`src/rtl/regfile_read_scheduler.sv`:
```
// Operand read scheduler for a 2-read-port register file with fixed 2-cycle latency.
// Arbitrates decoder/debug requests, tracks reads in flight and buffers results under credit control.
module regfile_read_scheduler #(
    parameter int ADDR_W    = 5,
    parameter int DATA_W    = 32,
    parameter int TAG_W     = 4,
    parameter int BUF_DEPTH = 4
) (
    input  logic              clk,
    input  logic              rst,
    input  logic              dec_valid,
    output logic              dec_ready,
    input  logic [ADDR_W-1:0] dec_rs1,
    input  logic [ADDR_W-1:0] dec_rs2,
    input  logic [TAG_W-1:0]  dec_tag,
    input  logic              dbg_valid,
    output logic              dbg_ready,
    input  logic [ADDR_W-1:0] dbg_addr,
    output logic [ADDR_W-1:0] rf_rs1,
    output logic [ADDR_W-1:0] rf_rs2,
    input  logic [DATA_W-1:0] rf_rs1_data,
    input  logic [DATA_W-1:0] rf_rs2_data,
    output logic              op_valid,
    input  logic              op_ready,
    output logic [DATA_W-1:0] op_rs1_data,
    output logic [DATA_W-1:0] op_rs2_data,
    output logic [TAG_W-1:0]  op_tag,
    output logic              op_src,
    output logic              busy
);

    localparam int PTR_W = $clog2(BUF_DEPTH);
    localparam int CNT_W = $clog2(BUF_DEPTH + 1);
    localparam int OUT_W = $clog2(BUF_DEPTH + 3);
    localparam logic [OUT_W-1:0] OUT_LIMIT = OUT_W'(BUF_DEPTH);
    localparam logic [PTR_W-1:0] PTR_LAST  = PTR_W'(BUF_DEPTH - 1);

    typedef enum logic {
        GRANT_DEC = 1'b0,
        GRANT_DBG = 1'b1
    } grant_e;

    grant_e             r_lastGrant;
    logic               r_s1Valid, r_s2Valid;
    logic               r_s1Src, r_s2Src;
    logic [TAG_W-1:0]   r_s1Tag, r_s2Tag;
    logic               r_s1Zero1, r_s1Zero2, r_s2Zero1, r_s2Zero2;

    logic [DATA_W-1:0]  r_memD1  [BUF_DEPTH];
    logic [DATA_W-1:0]  r_memD2  [BUF_DEPTH];
    logic [TAG_W-1:0]   r_memTag [BUF_DEPTH];
    logic               r_memSrc [BUF_DEPTH];
    logic [PTR_W-1:0]   r_wrPtr, r_rdPtr;
    logic [CNT_W-1:0]   r_count;

    logic [OUT_W-1:0]   w_outstanding;
    logic               w_issueOk, w_grantDec, w_grantDbg, w_issue;
    logic               w_push, w_pop;
    logic [PTR_W-1:0]   w_headIdx;

    // Credits cover both reads in flight and buffered entries, so a full FIFO can always absorb returns.
    assign w_outstanding = OUT_W'(r_s1Valid) + OUT_W'(r_s2Valid) + OUT_W'(r_count);
    assign w_issueOk     = !rst && (w_outstanding < OUT_LIMIT);

    always_comb begin
        w_grantDec = 1'b0;
        w_grantDbg = 1'b0;
        if (w_issueOk) begin
            if (dec_valid && (!dbg_valid || r_lastGrant == GRANT_DBG)) begin
                w_grantDec = 1'b1;
            end else if (dbg_valid) begin
                w_grantDbg = 1'b1;
            end
        end
    end

    assign w_issue   = w_grantDec | w_grantDbg;
    assign dec_ready = w_grantDec;
    assign dbg_ready = w_grantDbg;
    assign rf_rs1    = w_grantDec ? dec_rs1 : (w_grantDbg ? dbg_addr : '0);
    assign rf_rs2    = w_grantDec ? dec_rs2 : '0;

    assign op_valid  = (r_count != '0);
    assign w_push    = r_s2Valid;
    assign w_pop     = op_valid && op_ready;
    assign busy      = r_s1Valid | r_s2Valid | op_valid;

    always_ff @(posedge clk) begin
        if (rst) begin
            r_s1Valid   <= 1'b0;
            r_s2Valid   <= 1'b0;
            r_lastGrant <= GRANT_DBG;
        end else begin
            r_s1Valid <= w_issue;
            r_s2Valid <= r_s1Valid;
            if (w_grantDec) begin
                r_lastGrant <= GRANT_DEC;
            end else if (w_grantDbg) begin
                r_lastGrant <= GRANT_DBG;
            end
        end
    end

    always_ff @(posedge clk) begin
        r_s1Src   <= w_grantDbg;
        r_s1Tag   <= w_grantDec ? dec_tag : '0;
        r_s1Zero1 <= (rf_rs1 == '0);
        r_s1Zero2 <= (rf_rs2 == '0);
        r_s2Src   <= r_s1Src;
        r_s2Tag   <= r_s1Tag;
        r_s2Zero1 <= r_s1Zero1;
        r_s2Zero2 <= r_s1Zero2;
    end

    // Register x0 reads as zero regardless of what the array returns.
    always_ff @(posedge clk) begin
        if (w_push) begin
            r_memD1[r_wrPtr]  <= r_s2Zero1 ? '0 : rf_rs1_data;
            r_memD2[r_wrPtr]  <= r_s2Zero2 ? '0 : rf_rs2_data;
            r_memTag[r_wrPtr] <= r_s2Tag;
            r_memSrc[r_wrPtr] <= r_s2Src;
        end
    end

    always_ff @(posedge clk) begin
        if (rst) begin
            r_wrPtr <= '0;
            r_rdPtr <= '0;
            r_count <= '0;
        end else begin
            if (w_push) begin
                r_wrPtr <= (r_wrPtr == PTR_LAST) ? '0 : r_wrPtr + PTR_W'(1);
            end
            if (w_pop) begin
                r_rdPtr <= (r_rdPtr == PTR_LAST) ? '0 : r_rdPtr + PTR_W'(1);
            end
            r_count <= r_count + CNT_W'(w_push) - CNT_W'(w_pop);
        end
    end

    // When empty, show the most recently popped slot so the outputs hold their last values.
    always_comb begin
        w_headIdx = r_rdPtr;
        if (r_count == '0) begin
            w_headIdx = (r_rdPtr == '0) ? PTR_LAST : r_rdPtr - PTR_W'(1);
        end
    end

    assign op_rs1_data = r_memD1[w_headIdx];
    assign op_rs2_data = r_memD2[w_headIdx];
    assign op_tag      = r_memTag[w_headIdx];
    assign op_src      = r_memSrc[w_headIdx];

endmodule

```
`config.mk`:
```
export PLATFORM = sky130hd
export DESIGN_NAME = regfile_read_scheduler
export DESIGN_NICKNAME = d
export VERILOG_FILES = /design/src/rtl/regfile_read_scheduler.sv
export SDC_FILE = /design/constraint.sdc
export NUM_CORES = 1
export LEC_CHECK = 0
export BUFFER_PORTS_ARGS = -buffer_cell sky130_fd_sc_hd__clkbuf_2
export CAP_MARGIN = 40
export CORE_UTILIZATION = 57
export DETAILED_ROUTE_END_ITERATION = 10
export GPL_ROUTABILITY_DRIVEN = 0
export PLACE_DENSITY = 0.79
export SLEW_MARGIN = 15
export SYNTH_ARGS = -nofsm -noshare
export SYNTH_HDL_FRONTEND = slang
export SYNTH_SLANG_ARGS = --single-unit
```
`constraint.sdc`:
```
create_clock -name clk -period 2.82 [get_ports clk]
set_input_delay 0 -clock clk [delete_from_list [all_inputs] [get_ports clk]]
set_output_delay 0 -clock clk [all_outputs]
set_load 0.02 [all_outputs]
```
==> key figures, run 1 <==
Timing
  • Final setup violation count: 0
  • Slew Viols, Final: 0
  • Actual slew at the worst max-slew pin: 0.561 ns
  • Hold Violations, Final: 0
  • RSZ-0062 raised after global routing: yes
  • Final period util: 0.991
  • Achievable Freq: between 300 and 400 MHz
  • Setup WS post-layout: 0.0264 ns
  • Skew final: 0.0222 ns
  • Crit path time final: 2.79 ns
  • Slew headroom: 0.626

Flow run
  • Total of max-cap violations: 0

Setup path
  • Crit-path cells: inv_2, ha_2, or4_4, mux2i_4, buf_12, buf_16, mux2i_1, mux2i_1, buf_2
  • Worst reg2reg path depth: 6
  • R2r setup slk: 0.30 ns
  • Critical Path AT: 2.79 ns
  • CP Launch Type: flip-flop
  • RR Endpoint: r_s1Zero2$_DFF_P_
  • CP max FO: 20
  • Critical path's top delay family: buffers and inverters
  • Critical path type: flip-flop to output port
  • Worst EP required: 2.82 ns
  • Slowest stage delay, CP: a little under 0.5 ns
  • CP Capture Type: output port
  • R2R Path Start: r_count[0]$_SDFF_PP0_
  • Buf/Inv on CP: 4
  • Most common cell on crit path: mux2i_1
  • Slowest-stage cell, CP: or4_4

Place
  • Post-Place Worst Slack: 0.272 ns
  • Dpl cells: 1121
  • HPWL after DPL: ~13000 um
  • Port Buf Inserts: 170

Clock tree
  • Clock latency on the worst-skew pair: 0.54 ns
  • Clock Tree Buf Depth: 3
  • Sink Count: 300
  • Root Buffer Master: clkbuf_16
  • TritonCTS Buffers: 29
  • Clock slew seen by the registers of the worst setup and hold paths: 0.06 ns
  • H-Tree Depth: 1
  • CTS tree: built

Synthesis
  • Post-synthesis sequential area ratio: 0.718
  • Number of synthesized flops with an enable pin: around 280
  • Yosys cell types: 35
  • Synth Cell Area: 12200 um2
  • Synth area leaders: edfxtp_1, mux2i_1, dfxtp_1
  • Syn avg cell area: approximately 18 um2
  • Post-Syn Nets: 790
  • Yosys warnings: 0
  • Post-synth top area share: 0.679
  • Number of synthesized register bits: 300
  • Synth area leader: edfxtp_1
  • Async S/R FF share, synth: 0
  • Syn Inst Count: 692
  • Top_reg_cell synth: edfxtp_1

Floorplan
  • Row count: 53
  • Initial Utilization: 0.581
  • I/O pins: 171
  • Die Y: 148 um
  • Core area: 21000 um2
  • Die area: 22000 um2
  • Die X: around 150 um

Global route
  • First-pass GRT wire length: roughly 36000 um
  • Initial antenna violation count: 1
  • Total grt overflow: 0
  • Total GRT Usage: 0.213
  • Vias in the first global route: 6961
  • Largest net degree at the start of global routing: 63

Worst hold path
  • Worst Hold Path Cells: 3
  • Hold Crit Endpoint: r_s1Tag[3]$_SDFF_PN0_
  • Hold_sp: dec_tag[3]
  • Hold Path Class: input port to flip-flop

Finish
  • Sequential cell area: 8780 um2
  • Area grow syn2layout: 27.2%
  • Layout cell share with drive strength beyond 1: 0.273
  • Final Non-Filler Cells: 1270
  • Area of the multi-input gates: 3090 um2
  • Layout Nets: 1069
  • Fill cells: 1254

Drt
  • Final WL: 24000 um
  • DRC viols: 0
  • DR iter-0 viols: around 270
  • First-pass DRT Iterations: 4
  • Antenna Nets Post-Route: 0
  • Via count: 6739
  • Routed vias/inst: 5.31
  • Wire per inst: 18.9 um

Pwr
  • Pwr dens: 1060 nW/um2
  • LEAKAGE: 6.12 nW
  • Max IR drop VDD: around 0.00084 V
  • Tot Pwr: 16.4 mW

Outcome
  • Status: finished clean
## tightest hold or removal path, delay by kind of cell
| kind | cells | cell delay (ns) |
|---|---|---|
| buffers and inverters | 2 | 0.62 |
| AND/OR/NAND/NOR | 1 | 0.10 |
## how the worst max path moves through the flow
stage | start | endpoint | slack (ns) | cells after the start
floorplan | r_wrPtr[0]$_SDFFE_PP0P_ | r_memD1[3][0]$_DFFE_PP_ | 0.22 | 2
global placement | r_rdPtr[0]$_SDFFE_PP0P_ | op_rs1_data[4] | 0.35 | 9
global route | r_rdPtr[1]$_SDFFE_PP0P_ | op_rs1_data[7] | -0.05 | 9
finish | r_rdPtr[1]$_SDFFE_PP0P_ | op_rs1_data[7] | 0.03 | 9
detailed placement | r_rdPtr[0]$_SDFFE_PP0P_ | op_rs1_data[10] | 0.27 | 9
CTS | r_rdPtr[1]$_SDFFE_PP0P_ | op_rs2_data[4] | -0.01 | 9
## layout by cell type, fill, tap and decap left out, types with 5 or more instances in the layout
| cell | count |
|---|---|
| buf_4 | 18 |
| buf_16 | 5 |
| mux2i_1 | 204 |
| buf_2 | 10 |
| clkbuf_16 | 34 |
| and2_1 | 9 |
| ha_1 | 8 |
| nor2_1 | 12 |
| dlygate4sd3_1 | 79 |
| edfxtp_1 | 276 |
| bufinv_16 | 8 |
| a32oi_1 | 5 |
| nor2b_1 | 69 |
| buf_12 | 8 |
| clkbuf_2 | 152 |
| inv_1 | 8 |
| dfxtp_1 | 22 |
| nand2_1 | 5 |
| clkinv_2 | 6 |
## layout make-up
cell class / count / area share
Clock inverter: 21 / 0.0203
Inverter: 11 / 0.00266
Timing Repair Buffer: 282 / 0.142
Clock buffer: 33 / 0.0477
Tap cell: 275 / 0.0222
Sequential cell: 300 / 0.565
Multi-Input combinational cell: 347 / 0.199
Antenna cell: 1 / 0.000161
## stage by stage
stage	utilization	hold WS, ns	setup TNS [ns]	area [um2]
after global routing	0.739	0.214	-0.576	15500
after CTS	0.731	0.191	-0.0581	15400
after global placement	0.633	0.201	0	13300
after floorplan	-	0.0956	0	12200
after detailed placement	0.633	0.204	0	13300
final	0.739	0.219	0	15500
## logic make-up (layout without fill, tap and decap cells)
family | count (synthesis) | in the layout | share of synthesized area
AOI/OAI and AO/OA | 16 | 16 | 0.0100
xor gates and xnor gates | 2 | 2 | 0.00144
adders and majority gates | 10 | 10 | 0.0109
buffers and inverters | 45 | 347 | 0.0334
DFF | 300 | 300 | 0.718
muxes | 210 | 210 | 0.173
other | 0 | 1 | 0
and+or+nand+nor | 109 | 109 | 0.0528
## Yosys cell counts, types with 2 or more instances
library cell	n
a21boi_1	2
a21oi_1	3
a221o_1	2
a32oi_1	5
and2_1	13
buf_12	11
buf_2	6
buf_4	2
buf_8	2
clkbuf_1	11
dfxtp_1	24
edfxtp_1	276
ha_1	9
inv_1	10
mux2i_1	209
nand2_1	5
nand3_1	2
nor2_1	13
nor2b_1	69
or3_1	2
xnor2_1	2
## state kept, by name (all words and copies together), names as in the netlist, 2 cells and up
| signal | flops |
|---|---|
| r_count | 3 |
| r_s1Tag | 4 |
| r_memD1 | 128 |
| r_memD2 | 128 |
| r_wrPtr | 2 |
| r_memTag | 16 |
| r_s2Tag | 4 |
| r_memSrc | 4 |
| r_rdPtr | 2 |
## layer usage
metal  global-route usage  vias to the layer above  share of wire  wire length (um)
met5                    0                        -              0                 0
met4               0.0624                        0          0.027               641
met3               0.0433                       44          0.051              1230
met2                0.393                      207           0.52             12600
met1                0.251                     3304           0.40              9560
li1                     -                     3184              -                 -
## report_power, final
part	internal [mW]	leakage [nW]	switching, mW
Clock	2.62	0.517	1.59
Combinational	3.10	2.85	3.90
Sequential	5.13	2.75	0.0899
## timing repair
action                                 4_1_cts  5_1_grt
gates cloned                                 4        5
hold buffers                                79        0
endpoints found under the hold margin      273        0
resized for setup                           14       38
setup buffers                                5        3
setup endpoints to repair                   57       70
Note: power is estimated with default switching activity, not from simulation.
==> run 2: changes to the inputs <==
- BUFFER_PORTS_ARGS: -buffer_cell sky130_fd_sc_hd__clkbuf_2 -> -buffer_cell sky130_fd_sc_hd__buf_2
==> run 2 against run 1 <==
First-iteration DRC count grew 5.6%. Total power is 1.2% higher. Count of clock-buffer cells in the layout grew 9. Combinational power increased by 4.0%. Register-to-register slack improved by 0.05 ns. Sequential power barely moved. Cell count up 0.24%. Design area up 0.83%. Core utilization grew 0.61 points. Die area unchanged. Critical path type unchanged. Critical endpoint is now op_rs2_data[14]. Largest cell class unchanged. Highest routed layer unchanged.
==> key figures, run 2 (same netlist as run 1, synthesis figures left out) <==
Clock tree
  • H-Tree Depth: 1
  • Clock latency on the worst-skew pair: approximately 0.54 ns
  • TritonCTS Buffers: 30
  • Clock slew seen by the registers of the worst setup and hold paths: approximately 0.060 ns
  • Sink Count: 300
  • Root Buffer Master: clkbuf_16
  • CTS tree: built
  • Clock Tree Buf Depth: 3

Timing
  • Crit path time final: 2.82 ns
  • RSZ-0062 raised after global routing: yes
  • Hold Violations, Final: 0
  • Actual slew at the worst max-slew pin: between 0.5 and 0.6 ns
  • Setup WS post-layout: 0.00325 ns
  • Final period util: 0.999
  • Sum Neg Setup Slack: 0 ns
  • Fin Hold WS: 0.211 ns
  • Achievable Freq: between 300 and 400 MHz
  • Slew Viols, Final: 0
  • Skew final: 0.0136 ns
  • Final setup violation count: 0
  • Slew headroom: 0.639

Drt
  • DRC viols: 0
  • Final WL: 24100 um
  • Routed vias/inst: between 5 and 6
  • DR iter-0 viols: 284
  • Wire per inst: 18.9 um
  • First-pass DRT Iterations: 4
  • Via count: 6708
  • Antenna Nets Post-Route: 0

Global route
  • Total GRT Usage: 0.216
  • Largest net degree at the start of global routing: 52
  • First-pass GRT wire length: 36200 um
  • Total grt overflow: 0
  • Initial antenna violation count: 0
  • Vias in the first global route: 6996

Setup path
  • Critical Path AT: about 2.8 ns
  • CP Launch Type: flip-flop
  • Slowest stage delay, CP: 0.53 ns
  • CP max FO: 8
  • CP Capture Type: output port
  • Critical path type: flip-flop to output port
  • Most common cell on crit path: buf_12
  • Crit-path cells: inv_2, ha_4, or4_4, mux2i_4, buf_12, buf_16, buf_12, mux2i_2, mux2i_1, buf_4
  • Buf/Inv on CP: 5
  • Critical path's top delay family: buffers and inverters
  • Slowest-stage cell, CP: or4_4
  • Worst EP required: between 2 and 3 ns

Floorplan
  • Initial Utilization: 0.581
  • Die Y: 148 um
  • Die X: 148 um
  • Die area: 22000 um2
  • Row count: between 50 and 60
  • Core area: 21000 um2
  • I/O pins: 171

Finish
  • Final core occ: 0.745
  • Most frequent cells in the layout: edfxtp_1, mux2i_1, buf_2
  • Final Non-Filler Cells: 1273
  • Layout Nets: 1073
  • Area grow syn2layout: 28.2%
  • Layout cell share with drive strength beyond 1: 0.280
  • Design Area, Final: around 16000 um2
  • N_diodes: 0
  • Most common cell after layout, fill and taps aside: edfxtp_1
  • Largest registers: r_memD1 (128), r_memD2 (128), r_memTag (16)

Flow run
  • Total of max-cap violations: 0

Place
  • HPWL after DPL: 12900 um
  • Placed inst area: 13400 um2
  • Post-Place Worst Slack: 0.301 ns
  • Dpl cells: 1123
  • Port Buf Inserts: 170

Pwr
  • LEAKAGE: between 6 and 7 nW
  • Max IR drop VDD: 0.00104 V
  • Tot Pwr: between 15 and 20 mW
  • Pwr dens: 1060 nW/um2

Worst hold path
  • Hold Path Class: input port to flip-flop

Outcome
  • Status: finished clean
[run 2: path summary, 6_finish.rpt]
path / startpoint / to / slack (ns) / cells after the start
setup reg to reg: r_count[0]$_SDFF_PP0_ / r_s1Zero2$_DFF_P_ / 0.35 / 6
hold / removal: dec_tag[2] / r_s1Tag[2]$_SDFF_PN0_ / 0.21 / 3
setup / recovery: r_rdPtr[0]$_SDFFE_PP0P_ / op_rs2_data[14] / 0.003 / 10
hold reg to reg: r_s1Tag[0]$_SDFF_PN0_ / r_s2Tag[0]$_DFF_P_ / 0.32 / 0
[run 2: tightest hold or removal path, delay by kind of cell]
family | cells | cell delay [ns]
AND/OR/NAND/NOR | 1 | 0.10
buffers and inverters | 2 | 0.61
[run 2: cell type report]
cell class / instances / area, um2
inverters: 11 / 43.8
fillers: 1227 / 5370
clock inverters: 13 / 198
flip-flops and latches: 300 / 8780
multi-input cells: 347 / 3110
clock buffers: 42 / 857
repair buffers: 285 / 2330
well taps: 275 / 344
[run 2: power by group]
group / total [mW] / leakage [nW] / switching [mW] / internal, mW
combinational: 7.28 / 2.87 / 3.89 / 3.38
sequential: 5.22 / 2.75 / 0.0910 / 5.13
clock: 4.13 / 0.522 / 1.56 / 2.57
[run 2: layer usage]
metal | routed length, um | track usage | share of wire | vias up
li1 | - | - | - | 3197
met1 | 9930 | 0.260 | 0.41 | 3300
met2 | 12600 | 0.394 | 0.52 | 176
met3 | 1150 | 0.0408 | 0.048 | 35
met4 | 442 | 0.0634 | 0.018 | 0
met5 | 0 | 0 | 0 | -
[run 2: what timing repair did]
action,4_1_cts,5_1_grt
gates cloned,3,5
setup endpoints to repair,69,73
resized for setup,9,35
endpoints found under the hold margin,273,0
pin swaps,0,2
setup buffers,6,2
hold buffers,79,0
==> run 3: changes to the inputs <==
- clock period: 2.82 -> 3.05 ns (I/O delays scaled with it)
==> run 3 against run 2 <==
Sequential power is 7.5% lower. First-iteration DRC count grew 35%. Cell count fell by 1.6%. Global-route usage decreased by 1.4 points. Core utilization decreased by 2.7 points. Worst hold slack worse by 0.0066 ns. Design area decreased by 3.6%. Critical path type unchanged. Largest cell class unchanged. Largest power group unchanged.
==> key figures, run 3 (same netlist as run 1, synthesis figures left out) <==
Pwr
  • Tot Pwr: 14.1 mW
  • Internal: 9.17 mW
  • Sw Share: 0.350
  • Psw: 4.93 mW
  • Pwr dens: 935 nW/um2
  • Power share of the clock group: 0.246
  • Max IR drop VDD: between 0.0009 and 0.001 V
  • Comb pwr share: 0.411
  • Register share of total power: 0.343
  • LEAKAGE: 5.90 nW

Outcome
  • Status: finished clean

Drt
  • Routed vias/inst: 5.28
  • Via count: 6611
  • DR iter-0 viols: 382
  • Final WL: 22800 um
  • Wire per inst: approximately 18 um
  • Antenna Nets Post-Route: 0
  • First-pass DRT Iterations: 4
  • DRC viols: 0

Finish
  • Layout Nets: 1053
  • Final Non-Filler Cells: approximately 1300
  • N_diodes: 0
  • Most frequent cells in the layout: edfxtp_1, mux2i_1, buf_2
  • Largest registers: r_memD1 (128), r_memD2 (128), r_memTag (16)
  • Area grow syn2layout: 23.6%
  • Layout cell share with drive strength beyond 1: 0.252
  • Most common cell after layout, fill and taps aside: edfxtp_1

Setup path
  • CP Capture Type: output port
  • R2R Path Start: r_count[0]$_SDFF_PP0_
  • Worst Setup EP: op_rs2_data[10]
  • Critical path type: flip-flop to output port
  • Worst reg2reg path depth: 6
  • RR Endpoint: r_s1Zero2$_DFF_P_
  • CP Launch Type: flip-flop
  • Setup crit start: r_rdPtr[0]$_SDFFE_PP0P_
  • Critical Path AT: 2.92 ns
  • Worst EP required: 3.05 ns
  • R2r setup slk: 0.42 ns
  • CP max FO: 16

Global route
  • Largest net degree at the start of global routing: 70
  • Initial antenna violation count: 0
  • Vias in the first global route: 6794
  • First-pass GRT wire length: roughly 34000 um
  • Total grt overflow: 0
  • Total GRT Usage: 0.202

Clock tree
  • Root Buffer Master: clkbuf_16
  • H-Tree Depth: 1
  • Clock latency on the worst-skew pair: roughly 0.54 ns
  • CTS tree: built
  • TritonCTS Buffers: 29
  • Sink Count: 300
  • Clock Tree Buf Depth: 3
  • Clock slew seen by the registers of the worst setup and hold paths: 0.06 ns

Floorplan
  • Core area: 21000 um2
  • Die area: 22000 um2
  • I/O pins: roughly 170
  • Initial Utilization: 0.581
  • Die Y: 148 um
  • Row count: 53
  • Die X: approximately 150 um

Place
  • Dpl cells: 1116
  • Post-Place Worst Slack: 0.510 ns
  • Port Buf Inserts: 170
  • HPWL after DPL: 12400 um

Timing
  • Crit path time final: 2.92 ns
  • RSZ-0062 raised after global routing: no
  • Slew headroom: 0.603
  • Actual slew at the worst max-slew pin: 0.595 ns
  • Skew final: 0.0129 ns
  • Slew Viols, Final: 0
  • Hold Violations, Final: 0
  • Sum Neg Setup Slack: 0 ns
  • Final setup violation count: 0
  • Final period util: 0.959
  • Achievable Freq: 342 MHz
  • Setup WS post-layout: about 0.13 ns

Worst hold path
  • Hold Path Class: input port to flip-flop

Flow run
  • Total of max-cap violations: 0
-- run 3: cell types whose count changed in the layout (fill, tap and decap cells not counted), moves of 5 or more --
cell       change
buf_12         -7
buf_2         +16
buf_4         -21
clkbuf_16      -5
mux2i_1        +9
mux2i_2        -8
-- run 3: metal layers --
layer / up-vias / GRT usage / routed length (um)
met3: 33 / 0.0344 / 1150
met4: 0 / 0.0552 / 379
met2: 191 / 0.370 / 11800
li1: 3141 / - / -
met5: - / 0 / 0
met1: 3246 / 0.247 / 9510
-- run 3: per-stage QoR --
step                 util  instance area [um2]  hold WS [ns]
floorplan               -                12200        0.0956
global placement    0.631                13300         0.202
detailed placement  0.631                13300         0.207
CTS                 0.715                15000         0.179
global route        0.718                15100         0.203
finish              0.718                15100         0.205
-- run 3: what timing repair did --
item                                   4_1_cts  5_1_grt
setup endpoints to repair                   22       55
resized for setup                            2        3
cloned                                       1        2
endpoints found under the hold margin      273        0
pin swaps                                    0        0
setup buffers                                0        1
hold buffers                                79        0
-- run 3: final cells by class --
cell class                 instances  area, um2
fill                            1307       5930
sequential                       300       8770
inverter                          11       41.3
multi-input combinational        347       3050
timing repair buffer             266       1940
clock buffer                      33        741
clock inverter                    21        194
tap                              275        344
-- run 3: worst min path at each step --
stage,slack [ns],from,endpoint,cells after the start
after floorplan,0.1,dec_rs2[4],r_s1Zero2$_DFF_P_,1
after global placement,0.20,dec_rs2[4],r_s1Zero2$_DFF_P_,2
after detailed placement,0.21,dec_tag[2],r_s1Tag[2]$_SDFF_PN0_,2
after CTS,0.18,dec_tag[2],r_s1Tag[2]$_SDFF_PN0_,3
after global routing,0.20,dec_tag[3],r_s1Tag[3]$_SDFF_PN0_,3
final,0.20,dec_tag[2],r_s1Tag[2]$_SDFF_PN0_,3
-- run 3: power by group through the flow --
stage / clock network (mW) / registers, mW / logic, mW
2_1_floorplan: 0 / 4.89 / 4.46
3_3_place_gp: 0 / 4.91 / 5.38
3_5_place_dp: 0 / 4.92 / 5.44
4_1_cts: 3.53 / 4.83 / 5.67
5_1_grt: 3.69 / 4.85 / 6.18
6_report: 3.47 / 4.83 / 5.80
-- run 3: worst max-delay path, cell delays in order, from the launching register on --
cell	delay (ns)
dfxtp_2	0.39
inv_1	0.06
ha_1	0.19
or4_4	0.49
mux2i_4	0.17
buf_12	0.15
buf_12	0.18
buf_6	0.21
mux2i_1	0.22
mux2i_1	0.12
buf_2	0.19
